===== src/rtl/ev_counter_bank.sv =====
// Multi-channel event counter: per-channel synchroniser, selectable edge detect,
// wrap/saturate counting with sticky overflow, and an all-channel atomic snapshot.
module ev_counter_bank #(
  parameter int unsigned CHANNELS    = 4,
  parameter int unsigned WIDTH       = 32,
  parameter int unsigned SYNC_STAGES = 2,
  parameter int unsigned SATURATE    = 0,
  localparam int unsigned SEL_W      = (CHANNELS > 1) ? $clog2(CHANNELS) : 1
) (
  input  logic                clk_i,
  input  logic                rst_i,
  input  logic [CHANNELS-1:0] ev_i,
  input  logic [CHANNELS-1:0] en_i,
  input  logic [1:0]          mode_i,
  input  logic [CHANNELS-1:0] clr_i,
  input  logic                snap_i,
  input  logic [SEL_W-1:0]    sel_i,
  output logic [WIDTH-1:0]    cnt_o,
  output logic [WIDTH-1:0]    snap_o,
  output logic [CHANNELS-1:0] ovf_o,
  output logic                any_ovf_o
);

  localparam logic [WIDTH-1:0] CNT_MAX = '1;

  logic [SYNC_STAGES-1:0] sync_q   [CHANNELS];
  logic [WIDTH-1:0]       cnt_q    [CHANNELS];
  logic [WIDTH-1:0]       shadow_q [CHANNELS];
  logic [CHANNELS-1:0]    prev_q;
  logic [CHANNELS-1:0]    ovf_q;
  logic [CHANNELS-1:0]    s_last;
  logic [CHANNELS-1:0]    rise;
  logic [CHANNELS-1:0]    fall;
  logic [CHANNELS-1:0]    hit;

  // Synchroniser chains and the previous-value flop behind them
  always_ff @(posedge clk_i or negedge rst_i) begin
    if (!rst_i) begin
      for (int c = 0; c < int'(CHANNELS); c++) begin
        sync_q[c] <= '0;
      end
      prev_q <= '0;
    end else begin
      for (int c = 0; c < int'(CHANNELS); c++) begin
        sync_q[c] <= {sync_q[c][SYNC_STAGES-2:0], ev_i[c]};
      end
      prev_q <= s_last;
    end
  end

  always_comb begin
    s_last = '0;
    for (int c = 0; c < int'(CHANNELS); c++) begin
      s_last[c] = sync_q[c][SYNC_STAGES-1];
    end
  end

  assign rise = s_last & ~prev_q;
  assign fall = ~s_last & prev_q;

  // Global edge mode selects which transitions count
  always_comb begin
    hit = '0;
    case (mode_i)
      2'b01:   hit = rise;
      2'b10:   hit = fall;
      2'b11:   hit = rise | fall;
      default: hit = '0;
    endcase
  end

  // Counters, sticky overflow and shadows; clear beats a same-cycle hit
  always_ff @(posedge clk_i or negedge rst_i) begin
    if (!rst_i) begin
      for (int c = 0; c < int'(CHANNELS); c++) begin
        cnt_q[c]    <= '0;
        shadow_q[c] <= '0;
      end
      ovf_q <= '0;
    end else begin
      for (int c = 0; c < int'(CHANNELS); c++) begin
        if (snap_i) begin
          shadow_q[c] <= cnt_q[c];
        end
        if (clr_i[c]) begin
          cnt_q[c] <= '0;
          ovf_q[c] <= 1'b0;
        end else if (hit[c] && en_i[c]) begin
          if (cnt_q[c] == CNT_MAX) begin
            ovf_q[c] <= 1'b1;
            if (SATURATE == 0) begin
              cnt_q[c] <= '0;
            end
          end else begin
            cnt_q[c] <= cnt_q[c] + WIDTH'(1);
          end
        end
      end
    end
  end

  // Read mux; out-of-range selects read as zero
  always_comb begin
    cnt_o  = '0;
    snap_o = '0;
    for (int c = 0; c < int'(CHANNELS); c++) begin
      if (sel_i == SEL_W'(c)) begin
        cnt_o  = cnt_q[c];
        snap_o = shadow_q[c];
      end
    end
  end

  assign ovf_o     = ovf_q;
  assign any_ovf_o = |ovf_q;

endmodule


===== config.mk =====
export PLATFORM = sky130hd
export DESIGN_NAME = ev_counter_bank
export DESIGN_NICKNAME = d
export VERILOG_FILES = /design/src/rtl/ev_counter_bank.sv
export SDC_FILE = /design/constraint.sdc
export NUM_CORES = 1
export LEC_CHECK = 0
export ABC_AREA = 1
export ABC_CLOCK_PERIOD_IN_PS = 4250
export CAP_MARGIN = 20
export CORE_MARGIN = 8
export CORE_UTILIZATION = 50
export CTS_BUF_LIST = sky130_fd_sc_hd__clkbuf_16
export DETAILED_ROUTE_END_ITERATION = 16
export GPL_TIMING_DRIVEN = 0
export PLACE_DENSITY = 0.69
export SYNTH_ARGS = -nofsm -noshare
export SYNTH_HDL_FRONTEND = slang
export SYNTH_SLANG_ARGS = --single-unit
export TNS_END_PERCENT = 50

===== constraint.sdc =====
create_clock -name clk_i -period 4.25 [get_ports clk_i]
set_clock_uncertainty 0.05 [all_clocks]
set_input_delay 0.85 -clock clk_i [delete_from_list [all_inputs] [get_ports clk_i]]
set_output_delay 0.85 -clock clk_i [all_outputs]
set_load 0.1 [all_outputs]

==> results of run 1 <==
## worst paths after layout
path / startpoint / to
max: sel_i[0] / cnt_o[21]
min: rst_i / cnt_q[68]
max reg2reg: cnt_q[65] / cnt_q[91]
min reg2reg: sync_q[6] / s_last[0]
max in group asynchronous: rst_i / cnt_q[12]
min in group clk_i: sync_q[6] / s_last[0]
## cells by family (layout without fill, tap and decap cells)
kind of cell / Yosys count / in the layout / synth area share
simple gates: 1104 / 1104 / 0.3065
compound gates: 343 / 343 / 0.1267
buf+inv: 329 / 468 / 0.09124
flops: 272 / 272 / 0.4471
mux: 22 / 22 / 0.01628
fa+ha+maj: 12 / 12 / 0.009863
xor+xnor: 4 / 4 / 0.002302
other cells: 0 / 1 / 0
## sequential cells by signal, summed over array words and instances, names as in the netlist
register	flops
ovf_o	4
cnt_q	128
s_last	4
prev_q	4
shadow_q	128
sync_q	4
## synthesized netlist by cell type (all sizes together), types with 19 or more instances
master    n  area share
o22ai    33       0.014
buf      54       0.023
a221oi   19       0.011
nand4    36       0.015
a21oi   107       0.038
inv     247       0.061
mux2     22       0.016
nand2   561        0.14
dfrtp   272        0.45
o21ai   166       0.055
nor2    331       0.088
clkbuf   27      0.0067
nand3   153       0.051
## through the flow
step	hold WS [ns]	util	power [W]	worst slack, ns
final	0.2440	0.5794	0.005966	-0.05995
after global routing	0.3089	0.5793	0.006122	-0.09586
after CTS	0.2787	0.5842	0.005978	-0.2242
after detailed placement	0.2862	0.5490	0.003220	-0.7307
after global placement	0.2823	0.5470	0.003210	-9.873
after floorplan	0.2812	-	0.002993	-0.04886
## power by group
| group | switching [W] | internal, W |
|---|---|---|
| sequential | 0.0000221 | 0.00262 |
| combinational | 0.000417 | 0.000117 |
| clock | 0.00112 | 0.00167 |
## critical path, delay by kind of cell
kind                   cells  cell delay [ns]
AO/OA/AOI/OAI              2             0.69
AND/OR/NAND/NOR            2             0.38
buffers and inverters      4             1.47
## cells in the final DEF (no fill, tap or decap), types with 13 or more instances in the layout
cell type,n
clkbuf_2,17
buf_2,52
o22ai_1,33
clkdlybuf4s50_1,19
a21oi_1,103
clkdlybuf4s15_2,17
nand4_1,36
clkbuf_16,31
o21ai_0,166
nand2_1,535
nor2_2,13
dfrtp_1,272
nor2_1,310
clkbuf_1,23
inv_1,243
mux2_2,22
nand2_2,20
nand3_1,152
## final cells by class
type                            instances  area [um^2]
Antenna cell                            1        2.502
Buffer                                 81        461.7
Clock buffer                           31        775.7
Clock inverter                         22        252.7
Fill cell                            2906        12730
Inverter                              248        930.9
Multi-Input combinational cell       1485         7073
Sequential cell                       272         6807
Tap cell                              396        495.5
Timing Repair Buffer                   86        738.2
## metal layers
metal	GRT usage	vias up	routed length [um]
li1	-	6982	-
met1	0.4145	7199	23060
met2	0.4788	763	25060
met3	0.05468	143	5068
met4	0.1316	0	2653
met5	0	-	0
==> impl_table.tex, run 1 <==
\begin{tabular}{lr}
\hline
Metric & Value \\
\hline
\multicolumn{2}{l}{\textbf{Status}} \\
\quad Outcome & finished with violations \\
\quad Failing checks & setup timing \\
\multicolumn{2}{l}{\textbf{GRT}} \\
\quad Maximum number of pins on one net before global-route repair & 115 \\
\quad First-pass GRT wire length & 85.60 mm \\
\quad Overflow left after global routing & 0 \\
\quad Vias in the first global route & 14510 \\
\quad All-Layer GR Usage & 0.3066 \\
\quad Number of antenna violations at the first check in global routing & 1 \\
\multicolumn{2}{l}{\textbf{Floorplan}} \\
\quad Die width & 190.5 um \\
\quad Core region area & 30270 um\^{}2 \\
\quad Cell row count & 64 \\
\quad Number of primary I/O pins & 88 \\
\quad Die footprint & 36280 um\^{}2 \\
\quad Initial core utilization & 0.5029 \\
\quad Die Height & 190.5 um \\
\multicolumn{2}{l}{\textbf{Timing}} \\
\quad Final worst path period need & 4.310 ns \\
\quad Count of final hold-check violations & 0 \\
\quad Relative slew margins & 0.3402 \\
\quad Part of the cycle the worst path needs & 1.014 \\
\quad Final-report max-slew violation count & 0 \\
\quad Worst-case setup margin in the final layout & -0.05995 ns \\
\quad Aggregate negative setup slack & -0.3726 ns \\
\quad Maximum achievable frequency & 0.2320 GHz \\
\quad Slew at the pin closest to its max-slew limit & 0.9866 ns \\
\quad Endpoints failing setup & 11 \\
\quad Unrepaired setup endpoints after global routing & yes \\
\multicolumn{2}{l}{\textbf{Placed design}} \\
\quad Final weighted congestion in routability-driven placement & 0.9938 \\
\quad Placed instance count & 2568 \\
\quad Detailed Place HPWL & 43.28 mm \\
\quad Cell area after placement & 16620 um\^{}2 \\
\quad Number of I/O port buffers & 84 \\
\multicolumn{2}{l}{\textbf{Synth}} \\
\quad Most used flip-flop cell after synthesis & dfrtp\_1 \\
\quad Synthesized area per cell & 7.297 um\^{}2 \\
\quad Number of warning messages in the yosys log & 0 \\
\quad Synthesis-stage register bit count & 272 \\
\quad Share of async-settable or async-resettable flops after synthesis & 1.000 \\
\quad Share of the yosys chip area belonging to registers & 0.4471 \\
\quad Netlist Area Pre-Place & 15220 um\^{}2 \\
\quad Number of enable-type register cells in the synthesized netlist & 0 \\
\quad Net Count, Synth & 2117 \\
\quad Gate Count Post-Synth & 2086 \\
\quad Number of distinct library cell variants in the gate-level netlist after synthesis & 39 \\
\multicolumn{2}{l}{\textbf{Route}} \\
\quad Final antenna-violating net count & 0 \\
\quad Avg Vias per Cell & 5.754 \\
\quad Number of DRC markers after the initial detailed-route iteration & 1444 \\
\quad DR DRC count & 0 \\
\quad Pre-antenna DRT Iters & 6 \\
\quad Total Wirelength & 55.85 mm \\
\quad Average routed wire per standard cell & 21.30 um \\
\quad Total via count in the routed design & 15090 \\
\multicolumn{2}{l}{\textbf{Cells and area}} \\
\quad Total non-filler cell area in the finished layout & 17540 um\^{}2 \\
\quad Area overhead of the layout relative to synthesis & 15.21\% \\
\quad Layout Cells excl Fill & 2622 \\
\quad Number of nets at the end of the flow & 2236 \\
\quad Fraction of final layout cells sized beyond drive strength 1 & 0.1146 \\
\multicolumn{2}{l}{\textbf{Setup path}} \\
\quad Kind of end point of the critical path & primary output \\
\quad Kind of critical path & input port to primary output \\
\quad Slowest Stage Delay on Critical Path & 0.55 ns \\
\quad Critical path cell sequence & clkdlybuf4s50\_1 > buf\_2 > nand2\_1 > buf\_2 > nor2\_1 > a221oi\_1 > o21ai\_0 > buf\_2 \\
\quad Startpoint types & input port \\
\quad Data required time of the critical path & 3.35 ns \\
\quad Critical Path AT & 3.41 ns \\
\quad Worst-case register-to-register setup slack & 2.06 ns \\
\quad Most used cell, CP & buf\_2 \\
\quad Max Fanout on Critical Path & 10 \\
\quad R2R cell count & 10 \\
\quad Cell type of the slowest stage on the worst timing path & clkdlybuf4s50\_1 \\
\multicolumn{2}{l}{\textbf{Pwr}} \\
\quad Total power density per cell area & 340.2 nW/um\^{}2 \\
\quad Leakage Power & 7.809 nW \\
\quad Maximum vdd ir drop & 0.3437 mV \\
\multicolumn{2}{l}{\textbf{Clocking}} \\
\quad TritonCTS clock tree & yes \\
\quad Htree depth & 1 \\
\quad Clk slew on worst S/H paths & 0.06 ns \\
\quad Clock network latency to the later pin of the worst-skew pair & 0.58 ns \\
\quad Number of buffers created by CTS & 31 \\
\quad Worst-case clock buffer depth & 3 \\
\quad Count of buffers added by post-CTS timing repair for setup & 0 \\
\quad TritonCTS sink count & 272 \\
\quad Hold-fix buffers at CTS & 0 \\
\quad Count of cells resized by post-cts repair & 235 \\
\quad Root cell of the clock tree & clkbuf\_16 \\
\multicolumn{2}{l}{\textbf{Hold path}} \\
\quad Worst hold path type & input port to async pin \\
\multicolumn{2}{l}{\textbf{Run}} \\
\quad Max-cap violation count & 0 \\
\hline
\end{tabular}
Power figures use the tool's default switching activity.
==> run 2, diff against run 1 <==
--- a/config.mk
+++ b/config.mk
@@ -6,14 +6,16 @@
 export NUM_CORES = 1
 export LEC_CHECK = 0
 export ABC_AREA = 1
-export ABC_CLOCK_PERIOD_IN_PS = 4250
+export ABC_CLOCK_PERIOD_IN_PS = 4100
 export CAP_MARGIN = 20
+export CELL_PAD_IN_SITES_DETAIL_PLACEMENT = 0
+export CELL_PAD_IN_SITES_GLOBAL_PLACEMENT = 2
 export CORE_MARGIN = 8
-export CORE_UTILIZATION = 50
+export CORE_UTILIZATION = 35
 export CTS_BUF_LIST = sky130_fd_sc_hd__clkbuf_16
 export DETAILED_ROUTE_END_ITERATION = 16
 export GPL_TIMING_DRIVEN = 0
-export PLACE_DENSITY = 0.69
+export PLACE_DENSITY_LB_ADDON = 0.1
 export SYNTH_ARGS = -nofsm -noshare
 export SYNTH_HDL_FRONTEND = slang
 export SYNTH_SLANG_ARGS = --single-unit
==> constraint.sdc (replaced) <==
create_clock -name clk_i -period 4.1 [get_ports clk_i]
set_clock_uncertainty 0.05 [all_clocks]
set_input_delay 0.82 -clock clk_i [delete_from_list [all_inputs] [get_ports clk_i]]
set_output_delay 0.82 -clock clk_i [all_outputs]
set_load 0.1 [all_outputs]
==> impl_table.tex, run 2 (synthesis results as in run 1) <==
\begin{tabular}{lr}
\hline
Metric & Value \\
\hline
\multicolumn{2}{l}{\textbf{Floorplan}} \\
\quad Core region area & 42980 um\^{}2 \\
\quad Initial core utilization & 0.3542 \\
\quad Die width & 224.5 um \\
\quad Number of primary I/O pins & 88 \\
\quad Die footprint & 50420 um\^{}2 \\
\quad Cell row count & 76 \\
\quad Die Height & 224.5 um \\
\multicolumn{2}{l}{\textbf{Clocking}} \\
\quad Worst-case clock buffer depth & 3 \\
\quad Root cell of the clock tree & clkbuf\_16 \\
\quad TritonCTS sink count & 272 \\
\quad Clock network latency to the later pin of the worst-skew pair & 0.56 ns \\
\quad Clk slew on worst S/H paths & 0.06 ns \\
\quad Htree depth & 2 \\
\quad TritonCTS clock tree & yes \\
\quad Number of buffers created by CTS & 35 \\
\quad Hold-fix buffers at CTS & 0 \\
\multicolumn{2}{l}{\textbf{Cells and area}} \\
\quad Area overhead of the layout relative to synthesis & 17.38\% \\
\quad Total non-filler cell area in the finished layout & 17870 um\^{}2 \\
\quad Layout filler cell count & 4648 \\
\quad Fraction of final layout cells sized beyond drive strength 1 & 0.1212 \\
\quad Most frequent standard cell in the layout excluding fill and tap cells & nand2\_1 \\
\quad Number of nets at the end of the flow & 2242 \\
\quad Multi-input gate area & 7148 um\^{}2 \\
\quad Commonest cells after routing, fill and taps aside & nand2\_1 (534), nor2\_1 (310), dfrtp\_1 (272) \\
\quad Largest registers & cnt\_q (128), shadow\_q (128) \\
\quad Register cell area after layout & 6807 um\^{}2 \\
\multicolumn{2}{l}{\textbf{Pwr}} \\
\quad Leakage Power & 7.886 nW \\
\quad Maximum vdd ir drop & 0.2275 mV \\
\quad Total power density per cell area & 345.9 nW/um\^{}2 \\
\multicolumn{2}{l}{\textbf{Placed design}} \\
\quad Worst Setup Slack post-DPL & -1.044 ns \\
\quad Cell area after placement & 16850 um\^{}2 \\
\quad Final weighted congestion in routability-driven placement & 0.9505 \\
\quad Number of I/O port buffers & 84 \\
\quad Detailed Place HPWL & 50.48 mm \\
\multicolumn{2}{l}{\textbf{Setup path}} \\
\quad Kind of end point of the critical path & primary output \\
\quad Critical Path AT & 3.26 ns \\
\quad R2R cell count & 11 \\
\quad Max Fanout on Critical Path & 10 \\
\quad Data required time of the critical path & 3.23 ns \\
\quad Startpoint types & input port \\
\quad Kind of critical path & input port to primary output \\
\multicolumn{2}{l}{\textbf{Route}} \\
\quad Number of DRC markers after the initial detailed-route iteration & 1186 \\
\quad Pre-antenna DRT Iters & 5 \\
\quad Average routed wire per standard cell & 22.81 um \\
\quad Total Wirelength & 64.36 mm \\
\quad Total via count in the routed design & 14590 \\
\quad Avg Vias per Cell & 5.168 \\
\quad DR DRC count & 0 \\
\quad Final antenna-violating net count & 0 \\
\multicolumn{2}{l}{\textbf{GRT}} \\
\quad All-Layer GR Usage & 0.2565 \\
\quad First-pass GRT wire length & 96.66 mm \\
\quad Vias in the first global route & 14480 \\
\quad Maximum number of pins on one net before global-route repair & 108 \\
\quad Number of antenna violations at the first check in global routing & 2 \\
\quad Overflow left after global routing & 0 \\
\multicolumn{2}{l}{\textbf{Timing}} \\
\quad Count of final hold-check violations & 0 \\
\quad Unrepaired setup endpoints after global routing & yes \\
\quad Part of the cycle the worst path needs & 1.006 \\
\quad Fin Hold WS & 0.1660 ns \\
\quad Endpoints failing setup & 1 \\
\quad Maximum achievable frequency & 0.2424 GHz \\
\quad Worst-case setup margin in the final layout & -0.02532 ns \\
\quad Final-report max-slew violation count & 0 \\
\quad Final worst path period need & 4.125 ns \\
\quad Relative slew margins & 0.3509 \\
\quad Slew at the pin closest to its max-slew limit & 0.9706 ns \\
\multicolumn{2}{l}{\textbf{Status}} \\
\quad Failing checks & setup timing \\
\quad Outcome & finished with violations \\
\multicolumn{2}{l}{\textbf{Run}} \\
\quad Max-cap violation count & 0 \\
\multicolumn{2}{l}{\textbf{Hold path}} \\
\quad Worst hold path type & input port to async pin \\
\hline
\end{tabular}
==> run 2: cell types whose count changed in the layout (fill, tap and decap cells not counted), moves of 5 or more <==
cell | before | now
inv_1 | 243 | 250
bufinv_16 | 6 | 0
buf_6 | 11 | 16
buf_4 | 8 | 19
clkbuf_16 | 31 | 36
buf_2 | 52 | 59
clkdlybuf4s15_2 | 17 | 8
clkbuf_2 | 17 | 6
==> run 2: layout make-up <==
cell class	count	area share
clock inverter	26	0.007212
buffer	81	0.02598
tap	585	0.04096
sequential	272	0.3809
clock buffer	36	0.05042
inverter	248	0.05210
multi-input combinational	1485	0.4000
timing repair buffer	88	0.04222
antenna	1	0.0001400
==> run 2: path summary, 6_finish.rpt <==
check | from | to | slack, ns
setup / recovery | sel_i[0] | cnt_o[29] | -0.03
hold / removal | rst_i | cnt_q[72] | 0.17
setup reg to reg | cnt_q[1] | cnt_q[21] | 1.93
hold reg to reg | sync_q[2] | s_last[2] | 0.29
max in group asynchronous | rst_i | cnt_q[17] | 2.33
min in group clk_i | sync_q[2] | s_last[2] | 0.29
==> run 2: power by group <==
part | switching [W] | internal, W
logic | 0.000447 | 0.000126
registers | 0.0000221 | 0.00271
clock network | 0.00128 | 0.00159
total | 0.00175 | 0.00443
==> run 2: repair_timing <==
action	in CTS	in global routing
pin swaps	0	1
resized for setup	334	69
setup endpoints to repair	64	47
hold endpoints to repair	0	0
setup buffers	0	2
==> run 2: critical path, cell delays in order <==
cell and delay, ns:
clkdlybuf4s50_1 0.52, buf_2 0.26, nand2_2 0.23, buf_2 0.30, nor2_1 0.09, a221oi_2 0.32
o21ai_0 0.21, clkdlybuf4s15_2 0.50
==> run 2: metal layers <==
layer | share of wire | up-vias | GRT usage | routed length [um]
li1 | - | 7003 | - | -
met1 | 0.46 | 7105 | 0.3488 | 29460
met2 | 0.46 | 393 | 0.4101 | 29490
met3 | 0.053 | 82 | 0.04077 | 3392
met4 | 0.031 | 2 | 0.09116 | 2001
met5 | 0.00020 | - | 0 | 13
==> run 2: through the flow <==
stage               setup TNS, ns  utilization  std cells  power [W]
global placement         -3024.25       0.3907       2755   0.003356
detailed placement         -47.79       0.3921       2757   0.003359
floorplan                  -1.389            -       2086   0.003102
global route              -0.2395       0.4157       2821   0.006399
finish                   -0.02532       0.4157       2822   0.006180
CTS                       -0.7435       0.4158       2819   0.006253
==> run 3, diff against run 2 <==
--- a/config.mk
+++ b/config.mk
@@ -7,15 +7,16 @@
 export LEC_CHECK = 0
 export ABC_AREA = 1
 export ABC_CLOCK_PERIOD_IN_PS = 4100
-export CAP_MARGIN = 20
 export CELL_PAD_IN_SITES_DETAIL_PLACEMENT = 0
 export CELL_PAD_IN_SITES_GLOBAL_PLACEMENT = 2
 export CORE_MARGIN = 8
 export CORE_UTILIZATION = 35
 export CTS_BUF_LIST = sky130_fd_sc_hd__clkbuf_16
+export CTS_CLUSTER_DIAMETER = 60
 export DETAILED_ROUTE_END_ITERATION = 16
 export GPL_TIMING_DRIVEN = 0
 export PLACE_DENSITY_LB_ADDON = 0.1
+export REMOVE_ABC_BUFFERS = 1
 export SYNTH_ARGS = -nofsm -noshare
 export SYNTH_HDL_FRONTEND = slang
 export SYNTH_SLANG_ARGS = --single-unit
==> impl_table.tex, run 3 (synthesis results as in run 1) <==
\begin{tabular}{lr}
\hline
Metric & Value \\
\hline
\multicolumn{2}{l}{\textbf{Pwr}} \\
\quad Maximum vdd ir drop & 0.2738 mV \\
\quad Combinational power share & 0.079 \\
\quad Internal power component & 0.004758 W \\
\quad Leakage Power & 7.725 nW \\
\quad Net switching power & 0.001765 W \\
\quad Sw Ratio & 0.2706 \\
\quad Seq pwr share & 0.419 \\
\quad Fraction of power consumed by the clock network & 0.502 \\
\quad Total power density per cell area & 363.9 nW/um\^{}2 \\
\multicolumn{2}{l}{\textbf{Setup path}} \\
\quad R2R cell count & 11 \\
\quad Slowest Stage Delay on Critical Path & 0.86 ns \\
\quad Launching point of the worst reg2reg path & prev\_q[1] \\
\quad Startpoint types & input port \\
\quad Max Fanout on Critical Path & 35 \\
\quad Critical path cell sequence & dlygate4sd2\_1 > inv\_4 > nor2\_4 > buf\_12 > a21oi\_1 > o21ai\_0 > clkdlybuf4s15\_1 \\
\quad Kind of critical path & input port to primary output \\
\quad Kind of end point of the critical path & primary output \\
\quad Crit Reg-Reg Endpoint & cnt\_q[89] \\
\quad Worst-case register-to-register setup slack & 1.24 ns \\
\quad Critical Path AT & 3.12 ns \\
\quad Cell type of the slowest stage on the worst timing path & clkdlybuf4s15\_1 \\
\quad Data required time of the critical path & 3.23 ns \\
\multicolumn{2}{l}{\textbf{Timing}} \\
\quad Aggregate negative setup slack & 0 ns \\
\quad Maximum achievable frequency & 0.2507 GHz \\
\quad Worst-case setup margin in the final layout & 0.1118 ns \\
\quad Count of final hold-check violations & 0 \\
\quad Slew at the pin closest to its max-slew limit & 0.9733 ns \\
\quad Final worst path period need & 3.988 ns \\
\quad Relative slew margins & 0.3491 \\
\quad Final-report max-slew violation count & 0 \\
\quad Part of the cycle the worst path needs & 0.9727 \\
\quad Endpoints failing setup & 0 \\
\quad Unrepaired setup endpoints after global routing & no \\
\multicolumn{2}{l}{\textbf{Cells and area}} \\
\quad Layout filler cell count & 4606 \\
\quad Largest registers & cnt\_q (128), shadow\_q (128) \\
\quad Commonest cells after routing, fill and taps aside & nand2\_1 (533), nor2\_1 (310), dfrtp\_1 (272) \\
\quad Number of nets at the end of the flow & 2180 \\
\quad Multi-input gate area & 7123 um\^{}2 \\
\quad Area overhead of the layout relative to synthesis & 17.75\% \\
\quad Most frequent standard cell in the layout excluding fill and tap cells & nand2\_1 \\
\quad Fraction of final layout cells sized beyond drive strength 1 & 0.1028 \\
\quad Number of diodes & 0 \\
\quad Register cell area after layout & 6807 um\^{}2 \\
\multicolumn{2}{l}{\textbf{Floorplan}} \\
\quad Initial core utilization & 0.3542 \\
\quad Number of primary I/O pins & 88 \\
\quad Die width & 224.5 um \\
\quad Cell row count & 76 \\
\quad Core region area & 42980 um\^{}2 \\
\quad Die Height & 224.5 um \\
\quad Die footprint & 50420 um\^{}2 \\
\multicolumn{2}{l}{\textbf{GRT}} \\
\quad First-pass GRT wire length & 85.22 mm \\
\quad Number of antenna violations at the first check in global routing & 2 \\
\quad Maximum number of pins on one net before global-route repair & 177 \\
\quad Vias in the first global route & 14030 \\
\quad All-Layer GR Usage & 0.2200 \\
\quad Overflow left after global routing & 0 \\
\multicolumn{2}{l}{\textbf{Run}} \\
\quad Max-cap violation count & 0 \\
\multicolumn{2}{l}{\textbf{Clocking}} \\
\quad Clock network latency to the later pin of the worst-skew pair & 0.55 ns \\
\quad TritonCTS sink count & 272 \\
\quad Number of buffers created by CTS & 40 \\
\quad Root cell of the clock tree & clkbuf\_16 \\
\quad Worst-case clock buffer depth & 3 \\
\quad TritonCTS clock tree & yes \\
\quad Htree depth & 2 \\
\quad Clk slew on worst S/H paths & 0.05 ns \\
\multicolumn{2}{l}{\textbf{Route}} \\
\quad Number of DRC markers after the initial detailed-route iteration & 996 \\
\quad Avg Vias per Cell & 5.040 \\
\quad Total Wirelength & 54.68 mm \\
\quad DR DRC count & 0 \\
\quad Average routed wire per standard cell & 19.79 um \\
\quad Final antenna-violating net count & 0 \\
\quad Total via count in the routed design & 13930 \\
\quad Pre-antenna DRT Iters & 5 \\
\multicolumn{2}{l}{\textbf{Placed design}} \\
\quad Final weighted congestion in routability-driven placement & 0.8703 \\
\quad Number of I/O port buffers & 87 \\
\quad Detailed Place HPWL & 39.69 mm \\
\quad Worst Setup Slack post-DPL & -2.409 ns \\
\multicolumn{2}{l}{\textbf{Hold path}} \\
\quad Worst hold path type & input port to async pin \\
\multicolumn{2}{l}{\textbf{Status}} \\
\quad Outcome & completed \\
\hline
\end{tabular}
## run 3: power by group through the flow
stage          Sequential [W]  Combinational (W)  Clock (W)
3_3_place_gp          0.00278           0.000499          0
3_5_place_dp          0.00278           0.000511          0
6_report              0.00273           0.000514    0.00327
4_1_cts               0.00273           0.000522    0.00337
5_1_grt               0.00274           0.000562    0.00347
2_1_floorplan         0.00280           0.000235          0
## run 3: per-stage QoR
step | cells | utilization | area (um^2) | hold slack, ns | power [W]
after detailed placement | 2683 | 0.3846 | 16530 | 0.2873 | 0.003292
after global placement | 2677 | 0.3808 | 16370 | 0.2840 | 0.003284
after floorplan | 2005 | - | 14760 | 0.2812 | 0.003033
final | 2763 | 0.4170 | 17920 | 0.2766 | 0.006522
after global routing | 2763 | 0.4170 | 17920 | 0.3103 | 0.006765
after CTS | 2760 | 0.4162 | 17890 | 0.2931 | 0.006625
## run 3: critical path, delay by kind of cell
kind                   cells  cell delay, ns
AND/OR/NAND/NOR            1            0.29
AO/OA/AOI/OAI              2            0.20
buffers and inverters      4            1.77
## run 3: final cells by class
cell class / count / area share
Sequential cell: 272 / 0.3797
Timing Repair Buffer: 100 / 0.06108
Tap cell: 585 / 0.04083
Inverter: 248 / 0.05256
Clock inverter: 30 / 0.01117
Clock buffer: 41 / 0.05724
Multi-Input combinational cell: 1487 / 0.3974
## run 3: worst max path at each step
stage	end	cells after the start	from
floorplan	cnt_o[30]	4	sel_i[1]
global placement	shadow_q[23]	1	rst_i
detailed placement	snap_o[21]	7	sel_i[0]
CTS	cnt_o[30]	5	sel_i[0]
global route	snap_o[24]	7	sel_i[0]
finish	snap_o[28]	7	sel_i[1]
## run 3: timing repair
item | 4_1_cts | 5_1_grt
buffers inserted | 4 | 3
gates cloned | 2 | 0
setup endpoints to repair | 64 | 1
resized for setup | 281 | 0
hold buffers | 0 | 0
pin swaps | 2 | 0
## run 3: routing by layer
layer,global-route usage,share of wire,vias up
met3,0.03335,0.044,83
li1,-,-,6866
met4,0.06204,0.023,4
met2,0.3671,0.47,270
met5,0,0.00042,-
met1,0.2939,0.46,6702
